File: src/rtl/xgmii_66b_encoder_64.sv
// 64b/66b PCS transmit encoder: classifies one XGMII word per clock, checks
// frame sequencing, and registers one 66-bit block (header + payload).
// Optional build macro: XGMII_ENC_SCRAMBLE_EN adds the x^58+x^39+1
// self-synchronous payload scrambler inside the same register stage.
//
// state  | meaning
// INIT   | out of reset, nothing judged yet
// C      | between frames (idle / control blocks)
// D      | inside a frame after a start
// E      | last block emitted was an error block
module xgmii_66b_encoder_64 #(
  parameter int DATA_WIDTH    = 64,
  parameter int CTRL_WIDTH    = DATA_WIDTH/8,
  parameter int ERR_CNT_WIDTH = 16
) (
  input  logic                     clk,
  input  logic                     rst_n,
  input  logic [DATA_WIDTH-1:0]    xgmii_txd,
  input  logic [CTRL_WIDTH-1:0]    xgmii_txc,
  input  logic                     cfg_tx_enable,
  output logic [DATA_WIDTH-1:0]    encoded_tx_data,
  output logic [1:0]               encoded_tx_hdr,
  output logic                     tx_bad_block,
  output logic [ERR_CNT_WIDTH-1:0] tx_err_count
);

  localparam logic [7:0]  CH_IDLE    = 8'h07;
  localparam logic [7:0]  CH_ERR     = 8'hFE;
  localparam logic [7:0]  CH_START   = 8'hFB;
  localparam logic [7:0]  CH_TERM    = 8'hFD;
  localparam logic [1:0]  HDR_DATA   = 2'b01;
  localparam logic [1:0]  HDR_CTRL   = 2'b10;
  localparam logic [63:0] IDLE_BLOCK = 64'h0000_0000_0000_001E;
  localparam logic [63:0] ERR_BLOCK  = {{8{7'h1E}}, 8'h1E};

  typedef enum logic [1:0] {ST_INIT, ST_C, ST_D, ST_E} state_t;
  typedef enum logic [2:0] {K_C, K_S, K_D, K_T, K_E} kind_t;

  state_t                   state_q, state_d;
  kind_t                    kind;
  logic [7:0]               lane_ie;
  logic [6:0]               lane_code [8];
  logic [63:0]              enc_payload;
  logic [63:0]              blk_payload;
  logic [63:0]              encoded_tx_data_q, encoded_tx_data_d;
  logic [1:0]               encoded_tx_hdr_q, encoded_tx_hdr_d;
  logic                     tx_bad_block_q, tx_bad_block_d;
  logic [ERR_CNT_WIDTH-1:0] tx_err_count_q, tx_err_count_d;

  function automatic logic [7:0] term_type(input int n);
    case (n)
      0:       term_type = 8'h87;
      1:       term_type = 8'h99;
      2:       term_type = 8'hAA;
      3:       term_type = 8'hB4;
      4:       term_type = 8'hCC;
      5:       term_type = 8'hD2;
      6:       term_type = 8'hE1;
      default: term_type = 8'hFF;
    endcase
  endfunction

  // Per-lane idle/error detection and 7-bit control code mapping.
  always_comb begin
    for (int k = 0; k < 8; k++) begin
      lane_ie[k]   = (xgmii_txd[8*k +: 8] == CH_IDLE) || (xgmii_txd[8*k +: 8] == CH_ERR);
      lane_code[k] = (xgmii_txd[8*k +: 8] == CH_ERR) ? 7'h1E : 7'h00;
    end
  end

  // Word classification and control-block payload packing.
  always_comb begin
    kind        = K_E;
    enc_payload = '0;
    if (xgmii_txc == 8'h00) begin
      kind        = K_D;
      enc_payload = xgmii_txd;
    end else if ((xgmii_txc == 8'hFF) && (&lane_ie)) begin
      kind             = K_C;
      enc_payload[7:0] = 8'h1E;
      for (int j = 0; j < 8; j++) enc_payload[7*j+8 +: 7] = lane_code[j];
    end else if ((xgmii_txc == 8'h01) && (xgmii_txd[7:0] == CH_START)) begin
      kind        = K_S;
      enc_payload = {xgmii_txd[63:8], 8'h78};
    end else if ((xgmii_txc == 8'h1F) && (&lane_ie[3:0]) && (xgmii_txd[39:32] == CH_START)) begin
      kind               = K_S;
      enc_payload[7:0]   = 8'h33;
      for (int j = 0; j < 4; j++) enc_payload[7*j+8 +: 7] = lane_code[j];
      enc_payload[63:40] = xgmii_txd[63:40];
    end else begin
      // At most one n can match because each Tn has a unique txc mask.
      for (int n = 0; n < 8; n++) begin
        if ((xgmii_txc == (8'hFF << n)) && (xgmii_txd[8*n +: 8] == CH_TERM) &&
            ((lane_ie & (8'hFE << n)) == (8'hFE << n))) begin
          kind             = K_T;
          enc_payload[7:0] = term_type(n);
          for (int k = 0; k < 7; k++)
            if (k < n) enc_payload[8*k+8 +: 8] = xgmii_txd[8*k +: 8];
          for (int k = 1; k < 8; k++)
            if (k > n) enc_payload[7*k+8 +: 7] = lane_code[k];
        end
      end
    end
  end

  // Transmit sequencing FSM, block selection and error counting.
  always_comb begin
    state_d        = state_q;
    tx_bad_block_d = 1'b0;
    blk_payload    = enc_payload;
    case (state_q)
      ST_INIT, ST_C: begin
        case (kind)
          K_C:     state_d = ST_C;
          K_S:     state_d = ST_D;
          default: state_d = ST_E;
        endcase
      end
      ST_D: begin
        case (kind)
          K_D:     state_d = ST_D;
          K_T:     state_d = ST_C;
          default: state_d = ST_E;
        endcase
      end
      default: begin
        case (kind)
          K_D, K_S: state_d = ST_D;
          K_T, K_C: state_d = ST_C;
          default:  state_d = ST_E;
        endcase
      end
    endcase

    if (!cfg_tx_enable) begin
      // Disabled link: idle out, drop any frame in progress.
      state_d          = ST_C;
      blk_payload      = IDLE_BLOCK;
      encoded_tx_hdr_d = HDR_CTRL;
    end else if (state_d == ST_E) begin
      tx_bad_block_d   = 1'b1;
      blk_payload      = ERR_BLOCK;
      encoded_tx_hdr_d = HDR_CTRL;
    end else begin
      encoded_tx_hdr_d = (kind == K_D) ? HDR_DATA : HDR_CTRL;
    end

    tx_err_count_d = tx_err_count_q;
    if (tx_bad_block_d && !(&tx_err_count_q)) tx_err_count_d = tx_err_count_q + 1'b1;
  end

`ifdef XGMII_ENC_SCRAMBLE_EN
  logic [57:0] scr_q, scr_d;

  // Bit-serial scrambler unrolled over the block; bit 0 leaves first.
  always_comb begin
    scr_d             = scr_q;
    encoded_tx_data_d = '0;
    for (int i = 0; i < 64; i++) begin
      encoded_tx_data_d[i] = blk_payload[i] ^ scr_d[38] ^ scr_d[57];
      scr_d                = {scr_d[56:0], encoded_tx_data_d[i]};
    end
  end

  // Scrambler history register, seeded with all ones.
  always_ff @(posedge clk or negedge rst_n) begin
    if (!rst_n) scr_q <= '1;
    else        scr_q <= scr_d;
  end
`else
  // Raw payload path.
  always_comb begin
    encoded_tx_data_d = blk_payload;
  end
`endif

  // Output block, status and FSM state registers.
  always_ff @(posedge clk or negedge rst_n) begin
    if (!rst_n) begin
      state_q           <= ST_INIT;
      encoded_tx_data_q <= IDLE_BLOCK;
      encoded_tx_hdr_q  <= HDR_CTRL;
      tx_bad_block_q    <= 1'b0;
      tx_err_count_q    <= '0;
    end else begin
      state_q           <= state_d;
      encoded_tx_data_q <= encoded_tx_data_d;
      encoded_tx_hdr_q  <= encoded_tx_hdr_d;
      tx_bad_block_q    <= tx_bad_block_d;
      tx_err_count_q    <= tx_err_count_d;
    end
  end

  assign encoded_tx_data = encoded_tx_data_q;
  assign encoded_tx_hdr  = encoded_tx_hdr_q;
  assign tx_bad_block    = tx_bad_block_q;
  assign tx_err_count    = tx_err_count_q;

endmodule

File: config.mk
export PLATFORM = sky130hd
export DESIGN_NAME = xgmii_66b_encoder_64
export DESIGN_NICKNAME = d
export VERILOG_FILES = /design/src/rtl/xgmii_66b_encoder_64.sv
export SDC_FILE = /design/constraint.sdc
export NUM_CORES = 1
export LEC_CHECK = 0
export CAP_MARGIN = 25
export CORE_MARGIN = 5
export CORE_UTILIZATION = 52
export DETAILED_ROUTE_END_ITERATION = 16
export GPL_TIMING_DRIVEN = 0
export PLACE_DENSITY = 0.86
export SYNTH_ARGS = -nofsm -noshare
export SYNTH_HDL_FRONTEND = slang
export SYNTH_SLANG_ARGS = --single-unit
File: constraint.sdc
create_clock -name clk -period 3.4 [get_ports clk]
set_input_delay 0.51 -clock clk [delete_from_list [all_inputs] [get_ports clk]]
set_output_delay 0.51 -clock clk [all_outputs]
set_load 0.05 [all_outputs]
==> metrics.txt, run 1 <==
outcome finished with violations; failing checks negative setup slack; number of top-level pins 158; Setup Crit Path Kind input port to register; final design utilization 75.4%; net total in the final layout 865; Core Rows 37; highest clock rate 291 MHz; Remaining Overflow, GRT 0; overall routed net length 23,400 µm; worst slack at placement -1130 ps; placed wire-length estimate after detailed placement 17,500 µm; kind of start point of the critical path input port; Max Clock Skew 8.99 ps; Sinks on Clock Net 85; final weighted congestion of routability-driven global placement 0.968; n_diodes 0; Synth Flop Type dfrtp_1; global-route total usage across every layer 35.7%; Worst IR Drop VDD 0.494 mV; Clock Tree Buf Depth 2; initial antenna violation count 0; routed wirelength normalized by instance count 25.2 µm; arrival time reported for the critical path endpoint 3740 ps; min-delay worst type input port to asynchronous set/reset pin; slack of the critical path -35.1 ps; Netlist cell types 81; endpoint class of the critical path register; required time at the worst-slack endpoint 3700 ps; max-cap violations 0; starting utilization of the core area 53.1%; vias in the first global route 6,353; H-tree depth 3; Hold Slack 96.0 ps; final worst-path cycle share 101%; Die Area 12,600 µm²; clock tree from TritonCTS done; Vert. Die Dim 112 µm; register bit total from synthesis 85; wire length of the first global-routing pass 35,400 µm; CTS buffer count 9; Yosys top cell area share 36.7%; placeable core region 10,300 µm²; Least-Margin Pin Slew 832 ps; Setup-failing EPs final 1; number of nets with antenna violations after detailed routing 0; count of synthesis-stage warnings from yosys 0; per-instance average area after synthesis 9.01 µm²; dominant cells by area after synthesis dfrtp_1 (37%), nand2_1 (4.9%), a21oi_1 (3.6%); post-synthesis instance total 605; count of pins over their slew limit 0; Die Wd 112 µm; vias 6,453; cell area after technology mapping 5450 µm²; initial detailed-routing violation count 704; final-report hold violation count 0; largest net degree at the start of global routing 46; cell leakage power 2.99 nW; PortBufs 156; ratio of cells with drive above 1 in the final layout 16.6%; largest area contributor in the netlist dfrtp_1; Final min period 3440 ps; areal power density over the cells 340 nW/µm²; register area share after synthesis 39.1%; DRC violation count after routing 0; Via-to-Cell Ratio 6.94; proportion of synthesized flip-flops having asynchronous set or reset 100%; layout overhead on the synthesized area 42.1%; CTS Root Cell clkbuf_8; worst rel slew slack 43.8%; number of synthesized flops with an enable pin 0; hold buffer count at cts 0; clk slew on worst S/H paths 100 ps; first drt pass iteration count 7; Worst-Skew Late Latency 380 ps; largest fanout on the critical path 10; nets in the synthesized netlist 681
## final timing paths
path / from / to / slack, ps / cells after the start
setup / recovery: xgmii_txc[3] / encoded_tx_data[4] / -40 / 10
hold / removal: rst_n / encoded_tx_data[6] / 100 / 1
setup reg to reg: tx_err_count[3] / tx_err_count[9] / 810 / 9
hold reg to reg: tx_err_count[11] / tx_err_count[11] / 510 / 1
max in group asynchronous: rst_n / encoded_tx_hdr[1] / 2610 / 2
min in group clk: xgmii_txd[28] / encoded_tx_data[28] / 470 / 3
## cells in the mapped netlist, types with 4 or more instances
library cell	number
a211o_1	5
a211oi_1	12
a21oi_1	39
a221oi_1	7
a22o_1	4
a22oi_1	13
a31o_2	11
a31oi_1	10
a32o_1	4
and3_1	11
and4_1	7
buf_2	4
buf_6	6
clkbuf_1	19
dfrtp_1	80
dfstp_2	5
inv_1	6
nand2_1	71
nand3_1	26
nand3b_1	9
nand4_1	14
nor2_1	51
nor2b_1	7
nor3_1	19
nor4_1	11
nor4b_1	11
o2111ai_1	4
o211ai_1	6
o21ai_0	16
o221ai_1	4
o31a_1	4
or2_2	6
or3_1	12
xor2_1	10
## worst max-delay path: stages
cell	delay, ps
clkdlybuf4s50_1	600
nor3_4	110
nand3_1	130
clkbuf_1	580
nand2_1	260
a31o_2	270
buf_4	180
nor2_1	510
a21oi_1	240
or2_2	330
## cells by family (layout without fill, tap and decap cells)
group / Yosys count / after routing / share of synthesized area, %
simple gates: 290 / 290 / 30.2
compound gates: 178 / 178 / 24.5
flops: 85 / 85 / 39.1
buf+inv: 37 / 226 / 3.60
xor+xnor: 12 / 12 / 1.93
mux: 2 / 2 / 0.413
fa+ha+maj: 1 / 1 / 0.229
## registers in the layout (all words and copies together), names as in the netlist
signal	count
state_q	2
encoded_tx_data	64
tx_err_count	16
tx_bad_block	1
encoded_tx_hdr	2
## per-layer routing
layer / vias to the layer above / share of wire, % / global-route usage [%]
li1: 2715 / - / -
met1: 3078 / 38 / 45.3
met2: 546 / 46 / 57.8
met3: 114 / 11 / 9.49
met4: 0 / 5.2 / 15.2
met5: - / 0 / 0
## power breakdown
group	total (mW)	leakage, nW	switching [mW]	internal [mW]
combinational	0.711	1.81	0.459	0.252
sequential	1.15	1.07	0.0751	1.07
clock	0.774	0.103	0.409	0.365
## placed cells by master, fill, tap and decap left out, types with 11 or more instances in the layout
cell type / n
or3_1: 11
nand2_1: 70
and3_1: 11
nor4_1: 11
clkbuf_1: 14
clkdlybuf4s50_1: 133
a21oi_1: 37
dfrtp_1: 80
a22oi_1: 11
nor3_1: 14
nand3_1: 25
buf_4: 20
nand4_1: 14
a31o_2: 11
nor2_1: 49
o21ai_0: 14
## area by class of cell
type	instances	area (µm²)
multi-input combinational	483	3330
buffer	29	179
clock buffer	10	138
clock inverter	6	68.8
sequential	85	2130
tap	136	170
timing repair buffer	175	1710
inverter	6	22.5
fill	760	2530
## repair_timing
item                                    in CTS  in global routing
setup buffers                                9                  7
endpoints found under the setup margin      84                 61
gates cloned                                 0                  0
resized for setup                           37                 43
pin swaps                                   10                  8
## per-stage QoR
stage          cells  TNS [ps]  cell area (µm²)  power (mW)
6_report         930     -35.1             7750        2.63
2_1_floorplan    605         0             5450        1.51
3_3_place_gp     897   -137540             7180        1.83
4_1_cts          923     -20.0             7580        2.61
3_5_place_dp     900    -67180             7210        1.86
5_1_grt          930      -108             7750        2.72
Power figures use the tool's default switching activity.
==> run 2, diff against run 1 <==
--- a/config.mk
+++ b/config.mk
@@ -8,6 +8,7 @@
 export CAP_MARGIN = 25
 export CORE_MARGIN = 5
 export CORE_UTILIZATION = 52
+export CTS_CLUSTER_DIAMETER = 40
 export DETAILED_ROUTE_END_ITERATION = 16
 export GPL_TIMING_DRIVEN = 0
 export PLACE_DENSITY = 0.86
==> results of run 2 <==
Final layout, timing and power as in run 1 (identical DEF).
